$ cat config.mk
export PLATFORM = sky130hd
export DESIGN_NAME = cfg_loader
export DESIGN_NICKNAME = d
export VERILOG_FILES = /design/src/rtl/cfg_loader_pkg.sv /design/src/rtl/cfg_loader.sv
export SDC_FILE = /design/constraint.sdc
export NUM_CORES = 1
export LEC_CHECK = 0
export CORE_MARGIN = 1
export CORE_UTILIZATION = 52
export DETAILED_ROUTE_END_ITERATION = 16
export HOLD_SLACK_MARGIN = 0.15
export PLACE_DENSITY = 0.91
export RECOVER_POWER = 100
export SLEW_MARGIN = 20
export SYNTH_ARGS = -nofsm -noshare
export SYNTH_HDL_FRONTEND = slang
export SYNTH_SLANG_ARGS = --single-unit
$ cat constraint.sdc
create_clock -name clk -period 5.5 [get_ports clk]
set_input_delay 1.65 -clock clk [delete_from_list [all_inputs] [get_ports clk]]
set_output_delay 1.65 -clock clk [all_outputs]
set_load 0.03 [all_outputs]
$ cat src/rtl/cfg_loader_pkg.sv
// -----------------------------------------------------------------------------
// cfg_loader_pkg
// Shared definitions for the configuration-stream loader:
//   - state_t      : FSM state encoding
//   - word_ofs_t   : position of each header word inside a record
//   - DEFAULT_END_MARKER : layer-header value that terminates a load
// -----------------------------------------------------------------------------
package cfg_loader_pkg;

  typedef enum logic [2:0] {
    IDLE       = 3'd0,
    HDR_LAYER  = 3'd1,
    HDR_NEURON = 3'd2,
    HDR_COUNT  = 3'd3,
    WEIGHTS    = 3'd4,
    BIAS       = 3'd5
  } state_t;

  // Header word positions within one record; the weights follow COUNT and
  // the single bias word closes the record.
  typedef enum logic [1:0] {
    OFS_LAYER  = 2'd0,
    OFS_NEURON = 2'd1,
    OFS_COUNT  = 2'd2
  } word_ofs_t;

  localparam logic [31:0] DEFAULT_END_MARKER = 32'hFFFF_FFFF;

endpackage : cfg_loader_pkg

$ cat src/rtl/cfg_loader.sv
// -----------------------------------------------------------------------------
// cfg_loader
// Parses a valid/ready configuration stream into per-neuron weight and bias
// writes. Record = layer, neuron, weight count N, N weights, one bias.
// A layer header equal to endMarker finishes the load.
//
// Ports:
//   clk, rst             : clock, asynchronous active-low reset
//   start                : one-cycle pulse that arms a load (ignored when busy)
//   s_data/s_valid       : input stream; s_ready is high in every non-IDLE state
//   weightValid/Value    : one-cycle weight write, 1 cycle after its transfer
//   biasValid/Value      : one-cycle bias write, 1 cycle after its transfer
//   config_layer_num     : layer of the current record (held after the record)
//   config_neuron_num    : neuron of the current record (held after the record)
//   busy                 : high from accepted start until load_done
//   load_done            : one-cycle pulse after the end marker is accepted
//   record_cnt           : complete records since start, saturating
// -----------------------------------------------------------------------------
module cfg_loader
  import cfg_loader_pkg::*;
#(
  parameter int          cntWidth  = 16,
  parameter logic [31:0] endMarker = DEFAULT_END_MARKER
) (
  input  logic        clk,
  input  logic        rst,
  input  logic        start,
  input  logic [31:0] s_data,
  input  logic        s_valid,
  output logic        s_ready,
  output logic        weightValid,
  output logic        biasValid,
  output logic [31:0] weightValue,
  output logic [31:0] biasValue,
  output logic [31:0] config_layer_num,
  output logic [31:0] config_neuron_num,
  output logic        busy,
  output logic        load_done,
  output logic [15:0] record_cnt
);

  localparam logic [cntWidth-1:0] CNT_ZERO = {cntWidth{1'b0}};
  localparam logic [cntWidth-1:0] CNT_ONE  = {{(cntWidth-1){1'b0}}, 1'b1};

  state_t              state;
  state_t              next_state;
  logic [cntWidth-1:0] cnt;
  logic [cntWidth-1:0] cnt_in;
  logic                xfer;
  logic                start_ok;
  logic                is_end;

  assign xfer     = s_valid && s_ready;
  assign cnt_in   = s_data[cntWidth-1:0];
  assign is_end   = (s_data == endMarker);
  // A start landing in the load_done cycle belongs to the finished load.
  assign start_ok = (state == IDLE) && start && !load_done;

  // State register.
  always_ff @(posedge clk or negedge rst) begin
    if (!rst) begin
      state <= IDLE;
    end else begin
      state <= next_state;
    end
  end

  // Next-state decode; every non-IDLE state waits for a transfer.
  always_comb begin
    next_state = state;
    case (state)
      IDLE: begin
        if (start_ok) next_state = HDR_LAYER;
        else          next_state = IDLE;
      end
      HDR_LAYER: begin
        if (xfer && is_end) next_state = IDLE;
        else if (xfer)      next_state = HDR_NEURON;
        else                next_state = HDR_LAYER;
      end
      HDR_NEURON: begin
        if (xfer) next_state = HDR_COUNT;
        else      next_state = HDR_NEURON;
      end
      HDR_COUNT: begin
        if (xfer && (cnt_in == CNT_ZERO)) next_state = BIAS;
        else if (xfer)                    next_state = WEIGHTS;
        else                              next_state = HDR_COUNT;
      end
      WEIGHTS: begin
        // The transfer that takes the counter from 1 to 0 is the last weight.
        if (xfer && (cnt == CNT_ONE)) next_state = BIAS;
        else                          next_state = WEIGHTS;
      end
      BIAS: begin
        if (xfer) next_state = HDR_LAYER;
        else      next_state = BIAS;
      end
      default: next_state = IDLE;
    endcase
  end

  // Handshake/status outputs registered from the next state so they track
  // the state register exactly.
  always_ff @(posedge clk or negedge rst) begin
    if (!rst) begin
      s_ready <= 1'b0;
      busy    <= 1'b0;
    end else begin
      s_ready <= (next_state != IDLE);
      busy    <= (next_state != IDLE);
    end
  end

  // One-cycle output pulses, one cycle after the matching transfer.
  always_ff @(posedge clk or negedge rst) begin
    if (!rst) begin
      weightValid <= 1'b0;
      biasValid   <= 1'b0;
      load_done   <= 1'b0;
    end else begin
      weightValid <= xfer && (state == WEIGHTS);
      biasValid   <= xfer && (state == BIAS);
      load_done   <= xfer && (state == HDR_LAYER) && is_end;
    end
  end

  // Header capture, weight counter and data words.
  always_ff @(posedge clk or negedge rst) begin
    if (!rst) begin
      config_layer_num  <= 32'd0;
      config_neuron_num <= 32'd0;
      cnt               <= CNT_ZERO;
      weightValue       <= 32'd0;
      biasValue         <= 32'd0;
    end else if (xfer) begin
      case (state)
        HDR_LAYER: begin
          if (!is_end) config_layer_num <= s_data;
          else         config_layer_num <= config_layer_num;
        end
        HDR_NEURON: config_neuron_num <= s_data;
        HDR_COUNT:  cnt               <= cnt_in;
        WEIGHTS: begin
          weightValue <= s_data;
          cnt         <= cnt - CNT_ONE;
        end
        BIAS:    biasValue <= s_data;
        default: cnt       <= cnt;
      endcase
    end else begin
      cnt <= cnt;
    end
  end

  // Record counter: cleared by an accepted start, saturating on bias transfers.
  always_ff @(posedge clk or negedge rst) begin
    if (!rst) begin
      record_cnt <= 16'd0;
    end else if (start_ok) begin
      record_cnt <= 16'd0;
    end else if (xfer && (state == BIAS) && (record_cnt != 16'hFFFF)) begin
      record_cnt <= record_cnt + 16'd1;
    end else begin
      record_cnt <= record_cnt;
    end
  end

endmodule : cfg_loader

Word-level counts from Yosys, hierarchy flattened
Index checks and enable logic that the tools add are counted.
{"block": "totals", "out_inout_bits": 149, "word_cells": 56, "reg_bits": 167}
{"block": "op_classes", "n_bitwise": 1, "n_reduce_logical": 22, "eq_ne": 8, "add_sub_neg": 2, "mux": 12}
{"operator": "== test 32 bit (second input constant)", "count": 1}
{"operator": "2-to-1 mux 16 bit", "count": 2}
{"operator": "case mux 16 bit (2 select lines)", "count": 1}
{"operator": "case mux 3 bit (6 select lines)", "count": 1}
{"operator": "adder 16 x 1 -> 16 bit (second input constant)", "count": 1}
{"operator": "== test 16 x 1 -> 1 bit (second input constant)", "count": 1}
{"operator": "zero test 16 bit", "count": 1}
{"operator": "!= test 16 bit (second input constant)", "count": 1}
{"operator": "subtractor 16 x 1 -> 16 bit (second input constant)", "count": 1}
{"operator": "logical AND 1 bit", "count": 11}
{"operator": "2-to-1 mux 3 bit", "count": 3}
{"operator": "AND reduction 2 bit", "count": 4}
{"operator": "== test 3 x 2 -> 1 bit (second input constant)", "count": 2}
{"operator": "== test 3 bit (second input constant)", "count": 2}
{"operator": "2-to-1 mux 2 bit", "count": 2}
{"operator": "nonzero test 2 bit", "count": 2}
{"operator": "== test 3 x 1 -> 1 bit (second input constant)", "count": 1}
{"operator": "zero test 3 bit", "count": 1}
{"operator": "2-to-1 mux 1 bit", "count": 3}
{"operator": "AND reduction 3 bit", "count": 1}
{"operator": "nonzero test 3 bit", "count": 1}
{"operator": "zero test 1 bit", "count": 1}
{"operator": "inverter 1 bit", "count": 1}

Logic depth before layout (Yosys ltp)
Gate-level depths: netlist of run 1.
{"block": "depth", "word_depth": 6, "mapped_depth": 8, "ltp_nobuf": 7}

Worst setup path after synthesis of run 1
OpenSTA, ideal clock, no wires.
{"block": "synth_path", "path_type": "input -> register", "start": "in s_valid", "end": "reg record_cnt[12]", "t_arrival_ns": 2.928, "setup_slack_ns": 2.442, "stages": 6, "cell_sequence": "nand3_4 or4_4 buf_6 nor4_1 xnor2_1 nor2_1"}
{"block": "synth_between", "elab_chain_len": 4}
{"element": "start, declared", "line_no": "cfg_loader.sv:29", "source": "input logic s_valid,"}
{"element": "logical AND 1 bit", "line_no": "cfg_loader.sv:53", "source": "assign xfer = s_valid && s_ready;"}
{"element": "logical AND 1 bit (2 in a row)", "line_no": "cfg_loader.sv:162", "source": "end else if (xfer && (state == BIAS) && (record_cnt != 16'hFFFF)) begin"}
{"element": "nonzero test 2 bit (no line)"}
{"element": "end signal, assigned", "line_no": "cfg_loader.sv:163", "source": "record_cnt <= record_cnt + 16'd1;"}
{"element": "end signal, assigned", "line_no": "cfg_loader.sv:165", "source": "record_cnt <= record_cnt;"}
{"element": "end, declared", "line_no": "cfg_loader.sv:39", "source": "output logic [15:0] record_cnt"}
No other way between the ends.
A chain may end at the register's enable or synchronous reset.

Worst setup path in the final report of run 1
{"block": "layout_path", "start": "in s_data[27]", "end": "reg config_layer_num[1]"}
{"block": "layout_between", "elab_chain_len": 3}
{"element": "start, declared", "line_no": "cfg_loader.sv:28", "source": "input logic [31:0] s_data,"}
{"element": "== test 32 bit", "line_no": "cfg_loader.sv:55", "source": "assign is_end = (s_data == endMarker);"}
{"element": "inverter 1 bit (no line)"}
{"element": "AND reduction 3 bit (no line)"}
{"element": "end signal, assigned", "line_no": "cfg_loader.sv:139", "source": "if (!is_end) config_layer_num <= s_data;"}
{"element": "end signal, assigned", "line_no": "cfg_loader.sv:140", "source": "else config_layer_num <= config_layer_num;"}
{"element": "end, declared", "line_no": "cfg_loader.sv:35", "source": "output logic [31:0] config_layer_num,"}
No other way between the ends.

==> results.cfg, run 1 <==
[power_and_ir_drop]
p_leak_nw = 4.45
post-layout-total-power_mw = 5.91
power_per_cell_area_nw_per_um2 = 616
vdd.ir_drop.worst_mv = 0.385

[worst_setup_path]
worst-r2r-cell-count = 5
critical_path.reg2reg.startpoint = state[2]
slowest_delay_ns = 0.76
critical_path_class = in2reg
timing.critical_path.from_type = input pin
slowest_stage = sky130_fd_sc_hd__and3_1
timing.critical_path.fanout_max = 33
rr_endpoint = weightValue[8]
path_cells = dlygate4sd3_1 -> nand4_1 -> nor4_1 -> nand2_1 -> and3_1 -> mux2_1
worst_setup_path_end_kind = register
worstPathBufferInverterCount = 1
worst-endpoint-arrival_ns = 4.55
worst_ep_required_time_ns = 5.79
ff2ff_setup_slack_ns = 2.08
cp_top_family = simple AND/OR/NAND/NOR gates

[detailed_routing]
dr_total_vias = 5747
drt_pass1_iterations = 5
remaining_drc_errors = 0
drtAntennaViolNets = 0
initialDrtViolationCount = 586
vias_per_cell = 5.92
routed_wirelength_mm = 19.9
route.detailed.wl_per_inst_um = 20.5

[clock_tree]
clk-insertion-delay-late_ns = 0.43
cts_htree_levels = 4
cts.root.buffer_cell = sky130_fd_sc_hd__clkbuf_16
cts-hold-fix-buffers = 0
postCtsSetupRepairBufs = 0
ctsLongestPathBuffers = 2
cts_tree = built
clk_pin_slew_ns = 0.06
cts_num_sinks = 167
cts_repair_resize_count = 0
tritoncts.num_buffers = 17

[placement]
post_dp_cell_area_um2 = 8980
dpl.hpwl_mm = 13.4
finalWeightedCongestion = 0.939
place_inst = 938
numPortBuffers = 184

[final_layout]
n_antenna_cell = 0
finalInstanceArea_um2 = 9590
flow.area_growth_from_synthesis_pct = 36.9
layout-drive-gt1-share = 0.162
final-instance-count-excl-fill = 970
nNetsFinal = 821

[logic_synthesis]
synth.avg_cell_area_um2 = 11.6
synth_top_area_share = 0.597
synth_top_cells_by_area = sky130_fd_sc_hd__dfrtp_1 (60%), sky130_fd_sc_hd__mux2_2 (15%), sky130_fd_sc_hd__nand2_1 (7.0%), sky130_fd_sc_hd__nand4_1 (1.6%), sky130_fd_sc_hd__a21oi_1 (1.5%)
dominantRegCellSynth = sky130_fd_sc_hd__dfrtp_1
synth_cell_types = 46
synthCells = 602
seq_area_frac_synth = 0.597
synth.yosys.warnings = 0
post-synth-top-area-cell = sky130_fd_sc_hd__dfrtp_1
ys_async_sr_fraction = 1.00
synth-edff-count = 0
mappedNetlistArea_um2 = 7000
syn-num-nets = 641
postSynthRegisterBits = 167

[global_route]
grt_use_total = 0.297
overflow = 0
number_of_antenna_violations_at_the_first_check_in_global_routing = 0
grt_start_max_net_pins = 111
first_global_vias = 5932
wire_length_of_the_first_global_routing_pass_mm = 31.7

[run_status]
failed_checks = max-capacitance violations, max-slew violations
run_status = complete, but fails checks

[die]
placeableCoreArea_um2 = 13200
die_width_um = 118
ios = 185
floorplan.die.height_um = 118
std_cell_rows = 42
initial_core_util = 0.531
die-area_um2 = 13900

[timing]
hold_viol_final = 0
worst_hold_slack_ns = 0.476
timing.final.setup_violations = 0
drv_slew = 103
setup_tns_ns = 0
finalCritPeriodShare = 0.775
slew-limit-headroom = -0.339
actual_transition_at_the_worst_max_transition_pin_ns = 2.01
layout_min_cycle_time_ns = 4.26
setup_repair_after_global_routing_missed_its_margin = false
fin_skew_ns = 0.0171
max_freq_mhz = 235

[min_path]
holdCritPathClass = reg2reg
worst_hold_path_stage_count = 2
worst_hold_startpoint = biasValue[21]
hold-path-endpoint = biasValue[21]

[flow_run]
cap_violations = 3
==> worst register-to-register path: cells and delay by family (launching register included) <==
| family | cells | cell delay (ns) |
|---|---|---|
| DFF | 1 | 0.47 |
| buffers and inverters | 1 | 0.91 |
| and+or+nand+nor | 3 | 1.48 |
| muxes | 1 | 0.44 |
==> per-stage QoR <==
stage,util,setup WS (ns)
after global placement,0.681,1.39
after CTS,0.727,1.74
final,0.727,1.24
after global routing,0.727,1.17
after detailed placement,0.681,1.33
after floorplan,-,2.44
==> layout by cell type (no fill, tap or decap), types with 3 or more instances in the layout <==
cell type                           n
sky130_fd_sc_hd__nand3_1           11
sky130_fd_sc_hd__a21oi_1           21
sky130_fd_sc_hd__nand2_1          131
sky130_fd_sc_hd__nand4_1           18
sky130_fd_sc_hd__nand2b_1           3
sky130_fd_sc_hd__clkdlybuf4s50_1   31
sky130_fd_sc_hd__clkbuf_1           5
sky130_fd_sc_hd__ha_1               3
sky130_fd_sc_hd__o21ai_0           17
sky130_fd_sc_hd__buf_4              3
sky130_fd_sc_hd__mux2_2            94
sky130_fd_sc_hd__nor4_1            12
sky130_fd_sc_hd__xnor2_1            8
sky130_fd_sc_hd__mux2i_1            6
sky130_fd_sc_hd__inv_1              5
sky130_fd_sc_hd__dlygate4sd3_1    152
sky130_fd_sc_hd__dfrtp_1          167
sky130_fd_sc_hd__clkbuf_16         17
sky130_fd_sc_hd__nor3_1            10
sky130_fd_sc_hd__or4_1              3
sky130_fd_sc_hd__and3_1             5
sky130_fd_sc_hd__clkbuf_8           7
sky130_fd_sc_hd__a21o_1             4
sky130_fd_sc_hd__nor2_1            19
sky130_fd_sc_hd__nor2b_1            3
==> Yosys cell counts, types with 2 or more instances <==
cell type                   instances
sky130_fd_sc_hd__a2bb2oi_1          2
sky130_fd_sc_hd__nor4_1            12
sky130_fd_sc_hd__o22ai_1            2
sky130_fd_sc_hd__buf_2              6
sky130_fd_sc_hd__o2bb2ai_1          2
sky130_fd_sc_hd__o21ai_0           17
sky130_fd_sc_hd__xnor2_1            8
sky130_fd_sc_hd__nand2b_1           3
sky130_fd_sc_hd__a22oi_1            2
sky130_fd_sc_hd__clkbuf_1          15
sky130_fd_sc_hd__a31oi_1            2
sky130_fd_sc_hd__mux2_2            96
sky130_fd_sc_hd__a2111oi_0          2
sky130_fd_sc_hd__nand2_1          131
sky130_fd_sc_hd__nand3_1           10
sky130_fd_sc_hd__o32ai_1            2
sky130_fd_sc_hd__nor3_1            10
sky130_fd_sc_hd__and3_1             5
sky130_fd_sc_hd__nor2_1            21
sky130_fd_sc_hd__buf_6              2
sky130_fd_sc_hd__inv_1              5
sky130_fd_sc_hd__nor2b_1            3
sky130_fd_sc_hd__o31ai_1            2
sky130_fd_sc_hd__nand4_1           18
sky130_fd_sc_hd__mux2i_1            6
sky130_fd_sc_hd__buf_1              5
sky130_fd_sc_hd__nand4b_1           2
sky130_fd_sc_hd__a21o_1             4
sky130_fd_sc_hd__dfrtp_1          167
sky130_fd_sc_hd__or4_1              2
sky130_fd_sc_hd__a21oi_1           21
sky130_fd_sc_hd__ha_1               3
==> layout make-up <==
class	instances	area, um2
Sequential cell	167	4180
Fill cell	860	3600
Multi-Input combinational cell	401	2660
Timing Repair Buffer	190	1890
Clock buffer	26	529
Tap cell	176	220
Clock inverter	5	83.8
Inverter	5	18.8
==> state kept, by name, indices dropped and copies added (netlist names), 3 cells and up <==
name,cells
config_layer_num,32
record_cnt,16
weightValue,32
cnt,16
biasValue,32
state,3
config_neuron_num,32
==> worst max path at each step <==
stage / cells after the start / to / slack (ns) / from
after global routing: 6 / config_layer_num[1] / 1.17 / s_data[27]
after detailed placement: 6 / config_layer_num[31] / 1.33 / s_data[31]
after CTS: 6 / config_layer_num[1] / 1.74 / s_data[31]
final: 6 / config_layer_num[1] / 1.24 / s_data[27]
after global placement: 6 / config_layer_num[24] / 1.39 / s_data[31]
after floorplan: 6 / record_cnt[12] / 2.44 / s_valid
==> per-layer routing <==
metal	track usage	up-vias	part of all wire
met4	0.131	0	0.034
met1	0.378	2850	0.39
met2	0.481	344	0.49
met5	0	-	0
li1	-	2480	-
met3	0.0756	73	0.078
==> kinds of logic (layout without fill, tap and decap cells) <==
family / count (synthesis) / count (layout) / share of synthesized area
AND/OR/NAND/NOR: 224 / 224 / 0.146
adder cells (fa/ha/maj): 3 / 3 / 0.00536
XOR/XNOR: 8 / 8 / 0.0100
buffers and inverters: 34 / 226 / 0.0220
multiplexers: 102 / 102 / 0.163
flip-flops: 167 / 167 / 0.597
AO/OA/AOI/OAI: 64 / 64 / 0.0565
==> report_power, final <==
group          total [mW]  internal, mW  switching (mW)
Sequential           2.08          1.74           0.341
Clock                1.22         0.753           0.466
Combinational        2.61          1.03            1.58
Total                5.91          3.52            2.39
Note: power is estimated with default switching activity, not from simulation.
==> run 2, diff against run 1 <==
--- a/config.mk
+++ b/config.mk
@@ -6,10 +6,10 @@
 export NUM_CORES = 1
 export LEC_CHECK = 0
 export CORE_MARGIN = 1
-export CORE_UTILIZATION = 52
+export CORE_UTILIZATION = 49
 export DETAILED_ROUTE_END_ITERATION = 16
 export HOLD_SLACK_MARGIN = 0.15
-export PLACE_DENSITY = 0.91
+export PLACE_DENSITY = 0.87
 export RECOVER_POWER = 100
 export SLEW_MARGIN = 20
 export SYNTH_ARGS = -nofsm -noshare
==> constraint.sdc (replaced) <==
create_clock -name clk -period 4.09 [get_ports clk]
set_input_delay 1.227 -clock clk [delete_from_list [all_inputs] [get_ports clk]]
set_output_delay 1.227 -clock clk [all_outputs]
set_load 0.03 [all_outputs]
==> run 2 against run 1 <==
Register-to-register slack lost 1.0 ns. First-iteration DRC count decreased by 27%. Core utilization is 4.0 points lower. Setup slack got worse by 0.58 ns. Largest cell class unchanged. Critical endpoint is now cnt[11]. Sequential share of layout area rose by 0.057 points. Clock power is 17% higher. The flow still finishes with violations (max-capacitance violations, max-slew violations). Combinational power increased by 34%. Largest power group unchanged.
==> results.cfg, run 2 (synthesis results as in run 1) <==
[clock_tree]
cts-hold-fix-buffers = 0
tritoncts.num_buffers = 17
cts_repair_resize_count = 0
postCtsSetupRepairBufs = 0
cts_tree = built
clk_pin_slew_ns = 0.06
ctsLongestPathBuffers = 2
clk-insertion-delay-late_ns = 0.42
cts.root.buffer_cell = sky130_fd_sc_hd__clkbuf_16
cts_num_sinks = 167
cts_htree_levels = 4

[die]
std_cell_rows = 43
placeableCoreArea_um2 = 13900
floorplan.die.height_um = 122
initial_core_util = 0.502
die-area_um2 = 14800
ios = 185
die_width_um = 122

[worst_setup_path]
worstPathBufferInverterCount = 2
worst_ep_required_time_ns = 4.43
critical_path.reg2reg.startpoint = state[2]
worst_setup_path_end_kind = register
critical_path_class = in2reg
timing.critical_path.fanout_max = 41
slowest_stage = sky130_fd_sc_hd__clkbuf_2
worst-endpoint-arrival_ns = 3.77
worstSetupStartpoint = s_valid
slowest_delay_ns = 0.91
path_cells = dlygate4sd3_1 -> nand2_1 -> nor2_1 -> clkbuf_2 -> o32ai_1 -> a21oi_1
timing.critical_path.from_type = input pin
cp_top_family = buffers and inverters

[detailed_routing]
initialDrtViolationCount = 427
dr_total_vias = 5667
route.detailed.wl_per_inst_um = 19.8
drt_pass1_iterations = 8
vias_per_cell = 5.73
drtAntennaViolNets = 0
remaining_drc_errors = 0
routed_wirelength_mm = 19.6

[final_layout]
most_used_cells_in_the_layout_excluding_fill_and_tap_cells = sky130_fd_sc_hd__dfrtp_1 (167), sky130_fd_sc_hd__dlygate4sd3_1 (151), sky130_fd_sc_hd__nand2_1 (131), sky130_fd_sc_hd__mux2_2 (95), sky130_fd_sc_hd__clkdlybuf4s50_1 (32)
layout-drive-gt1-share = 0.177
flow.area_growth_from_synthesis_pct = 36.7
n_antenna_cell = 0
nNetsFinal = 835
layout.cells.most_common = sky130_fd_sc_hd__dfrtp_1

[power_and_ir_drop]
post-layout-total-power_mw = 7.70
power_per_cell_area_nw_per_um2 = 804
p_leak_nw = 4.47
vdd.ir_drop.worst_mv = 0.536

[timing]
max_freq_mhz = 292
actual_transition_at_the_worst_max_transition_pin_ns = 1.52
timing.final.setup_violations = 0
setup_repair_after_global_routing_missed_its_margin = false
setup_tns_ns = 0
drv_slew = 60
finalCritPeriodShare = 0.839
slew-limit-headroom = -0.0150
layout_min_cycle_time_ns = 3.43
fin_skew_ns = 0.00637
hold_viol_final = 0

[placement]
dpl.hpwl_mm = 13.7
numPortBuffers = 184
finalWeightedCongestion = 0.882

[global_route]
first_global_vias = 5616
grt_start_max_net_pins = 78
wire_length_of_the_first_global_routing_pass_mm = 30.5
number_of_antenna_violations_at_the_first_check_in_global_routing = 0
grt_use_total = 0.278
overflow = 0

[min_path]
worst_hold_startpoint = biasValue[23]
holdCritPathClass = reg2reg

[flow_run]
cap_violations = 1

[run_status]
failed_checks = max-capacitance violations, max-slew violations
run_status = complete, but fails checks
==> run 2: changes by cell type in the layout (fill, tap and decap cells not counted), moves of 2 or more <==
cell,previous run,this run
sky130_fd_sc_hd__buf_4,3,15
sky130_fd_sc_hd__bufinv_16,2,0
sky130_fd_sc_hd__clkbuf_1,5,7
sky130_fd_sc_hd__clkbuf_2,0,3
sky130_fd_sc_hd__clkbuf_8,7,2
sky130_fd_sc_hd__clkinv_2,0,5
sky130_fd_sc_hd__clkinv_4,0,2
sky130_fd_sc_hd__nor2_1,19,21
==> run 2: layout make-up <==
class | count | area, um2
Clock buffer | 24 | 472
Clock inverter | 8 | 50.0
Fill cell | 979 | 4360
Inverter | 5 | 18.8
Multi-Input combinational cell | 401 | 2660
Sequential cell | 167 | 4180
Tap cell | 180 | 225
Timing Repair Buffer | 204 | 1970
==> run 2: path summary, 6_finish.rpt <==
check	to	slack (ns)	cells after the start
min	biasValue[23]	0.47	2
min in group asynchronous	record_cnt[6]	1.17	1
max	cnt[11]	0.66	6
max in group asynchronous	biasValue[2]	1.07	2
max reg2reg	cnt[11]	1.05	6
min reg2reg	biasValue[23]	0.47	2
==> run 2: tightest hold or removal path, cell delays in order, from the launching register on <==
cell and delay, ns:
sky130_fd_sc_hd__dfrtp_1 0.33, sky130_fd_sc_hd__nand2_1 0.05, sky130_fd_sc_hd__nand2_1 0.06
==> run 2: per-layer routing <==
metal,global-route usage,routed length (um),vias to the layer above
li1,-,-,2503
met1,0.357,7980,2854
met2,0.440,9530,257
met3,0.0712,1370,53
met4,0.133,685,0
met5,0,0,-
==> run 2: power by group <==
group / internal [mW] / switching [mW] / total [mW]
registers: 2.33 / 0.435 / 2.77
logic: 1.39 / 2.10 / 3.50
clock network: 0.805 / 0.628 / 1.43
total: 4.53 / 3.16 / 7.70
==> run 2: metrics by stage <==
step | hold WS (ns) | instances | util | worst slack, ns | instance area, um2
after global placement | 0.459 | 957 | 0.655 | 0.313 | 9130
after floorplan | 0.472 | 602 | - | 1.46 | 7000
after global routing | 0.500 | 989 | 0.687 | 0.521 | 9570
after CTS | 0.479 | 989 | 0.693 | 0.784 | 9650
after detailed placement | 0.464 | 957 | 0.655 | 0.339 | 9130
final | 0.466 | 989 | 0.687 | 0.660 | 9570
==> run 3, diff against run 2 <==
--- a/config.mk
+++ b/config.mk
@@ -6,10 +6,10 @@
 export NUM_CORES = 1
 export LEC_CHECK = 0
 export CORE_MARGIN = 1
-export CORE_UTILIZATION = 49
+export CORE_UTILIZATION = 44
 export DETAILED_ROUTE_END_ITERATION = 16
 export HOLD_SLACK_MARGIN = 0.15
-export PLACE_DENSITY = 0.87
+export PLACE_DENSITY = 0.82
 export RECOVER_POWER = 100
 export SLEW_MARGIN = 20
 export SYNTH_ARGS = -nofsm -noshare
==> constraint.sdc (replaced) <==
create_clock -name clk -period 2.9 [get_ports clk]
set_input_delay 0.87 -clock clk [delete_from_list [all_inputs] [get_ports clk]]
set_output_delay 0.87 -clock clk [all_outputs]
set_load 0.03 [all_outputs]
==> run 3 against run 2 <==
The flow still finishes with violations (max-capacitance violations, max-slew violations). First-iteration DRC count decreased by 20%. Die area increased by 11%. Wire length increased by 1.4%. Clock skew increased by 0.0023 ns. Sequential share of layout area decreased by 1.9 points. Register-to-register slack got worse by 0.70 ns. Critical path type unchanged. Highest routed layer unchanged.
==> results.cfg, run 3 (synthesis results as in run 1) <==
[die]
floorplan.die.height_um = 128
ios = 185
std_cell_rows = 45
die_width_um = 128
die-area_um2 = 16400
initial_core_util = 0.456
placeableCoreArea_um2 = 15400

[timing]
max_freq_mhz = 372
drv_slew = 67
finalCritPeriodShare = 0.928
fin_skew_ns = 0.00870
actual_transition_at_the_worst_max_transition_pin_ns = 1.83
timing.final.setup_violations = 0
slew-limit-headroom = -0.221
layout_min_cycle_time_ns = 2.69
worst_hold_slack_ns = 0.469
setup_repair_after_global_routing_missed_its_margin = false
hold_viol_final = 0
setup_tns_ns = 0

[final_layout]
multi_input_area_um2 = 2670
layout-drive-gt1-share = 0.211
most_used_cells_in_the_layout_excluding_fill_and_tap_cells = sky130_fd_sc_hd__dfrtp_1 (167), sky130_fd_sc_hd__dlygate4sd3_1 (151), sky130_fd_sc_hd__nand2_1 (131), sky130_fd_sc_hd__mux2_2 (96), sky130_fd_sc_hd__buf_4 (36)
layout.cells.most_common = sky130_fd_sc_hd__dfrtp_1
n_antenna_cell = 0
nNetsFinal = 866
fillCellCount = 1130
flow.area_growth_from_synthesis_pct = 43.0
register_area_um2 = 4180
finalInstanceArea_um2 = 10000
layout.core_utilization = 0.652

[detailed_routing]
route.detailed.wl_per_inst_um = 18.9
drt_pass1_iterations = 5
remaining_drc_errors = 0
routed_wirelength_mm = 19.8
vias_per_cell = 5.47
dr_total_vias = 5750
initialDrtViolationCount = 341
drtAntennaViolNets = 0

[global_route]
grt_start_max_net_pins = 69
grt_use_total = 0.254
wire_length_of_the_first_global_routing_pass_mm = 31.2
number_of_antenna_violations_at_the_first_check_in_global_routing = 0
first_global_vias = 5673
overflow = 0

[worst_setup_path]
timing.critical_path.fanout_max = 16
worst_setup_path_end_kind = register
critical_path_class = in2reg
worst-endpoint-arrival_ns = 3.01
timing.critical_path.from_type = input pin
worst_ep_required_time_ns = 3.21
ff2ff_setup_slack_ns = 0.35

[run_status]
run_status = complete, but fails checks
failed_checks = max-capacitance violations, max-slew violations

[power_and_ir_drop]
vdd.ir_drop.worst_mv = 0.803
power_per_cell_area_nw_per_um2 = 1130
post-layout-total-power_mw = 11.3
p_leak_nw = 4.67

[clock_tree]
cts_num_sinks = 167
cts_tree = built
ctsLongestPathBuffers = 2
cts-hold-fix-buffers = 0
cts_repair_resize_count = 0
cts.root.buffer_cell = sky130_fd_sc_hd__clkbuf_16
cts_htree_levels = 4
postCtsSetupRepairBufs = 0
clk_pin_slew_ns = 0.06
tritoncts.num_buffers = 17
clk-insertion-delay-late_ns = 0.43

[placement]
dpl.hpwl_mm = 13.6
post_dp_cell_area_um2 = 9470
numPortBuffers = 184
finalWeightedCongestion = 0.805

[flow_run]
cap_violations = 1

[min_path]
holdCritPathClass = reg2reg
[run 3: final timing paths]
path,from,endpoint,depth (start not counted)
max in group asynchronous,rst,config_neuron_num[25],2
max,s_data[15],config_layer_num[25],8
min in group asynchronous,rst,record_cnt[12],1
min,biasValue[17],biasValue[17],2
min reg2reg,biasValue[17],biasValue[17],2
max reg2reg,state[2],cnt[9],6
[run 3: worst max-delay path, stage by stage]
cell                            delay (ns)
sky130_fd_sc_hd__dlygate4sd3_1        0.64
sky130_fd_sc_hd__nand4_1              0.15
sky130_fd_sc_hd__nor4_1               0.38
sky130_fd_sc_hd__buf_4                0.17
sky130_fd_sc_hd__nand2_1              0.06
sky130_fd_sc_hd__and3_1               0.26
sky130_fd_sc_hd__buf_12               0.18
sky130_fd_sc_hd__mux2_2               0.28
[run 3: per-layer routing]
metal  GRT usage  routed length (um)  vias up
li1            -                   -     2577
met1       0.320                8160     2887
met2       0.403                9490      242
met3      0.0860                1590       44
met4       0.100                 591        0
met5           0                   0        -
[run 3: power breakdown]
group / leakage [nW] / internal (mW) / switching [mW]
registers: 2.12 / 3.29 / 0.607
logic: 2.26 / 2.03 / 3.00
clock network: 0.294 / 1.40 / 1.00
total: 4.67 / 6.72 / 4.61
[run 3: layout make-up]
cell class              count  share of cell area
repair buffers            235               0.225
flip-flops and latches    167               0.417
clock buffers              18              0.0439
clock inverters            14              0.0191
well taps                 211              0.0264
inverters                   5             0.00187
multi-input cells         401               0.266
[run 3: stage by stage]
step                setup WS (ns)  instances
finish                      0.209       1051
global route                0.120       1051
CTS                         0.306       1051
detailed placement         -0.145       1019
global placement          -0.0748       1019
floorplan                   0.622        602
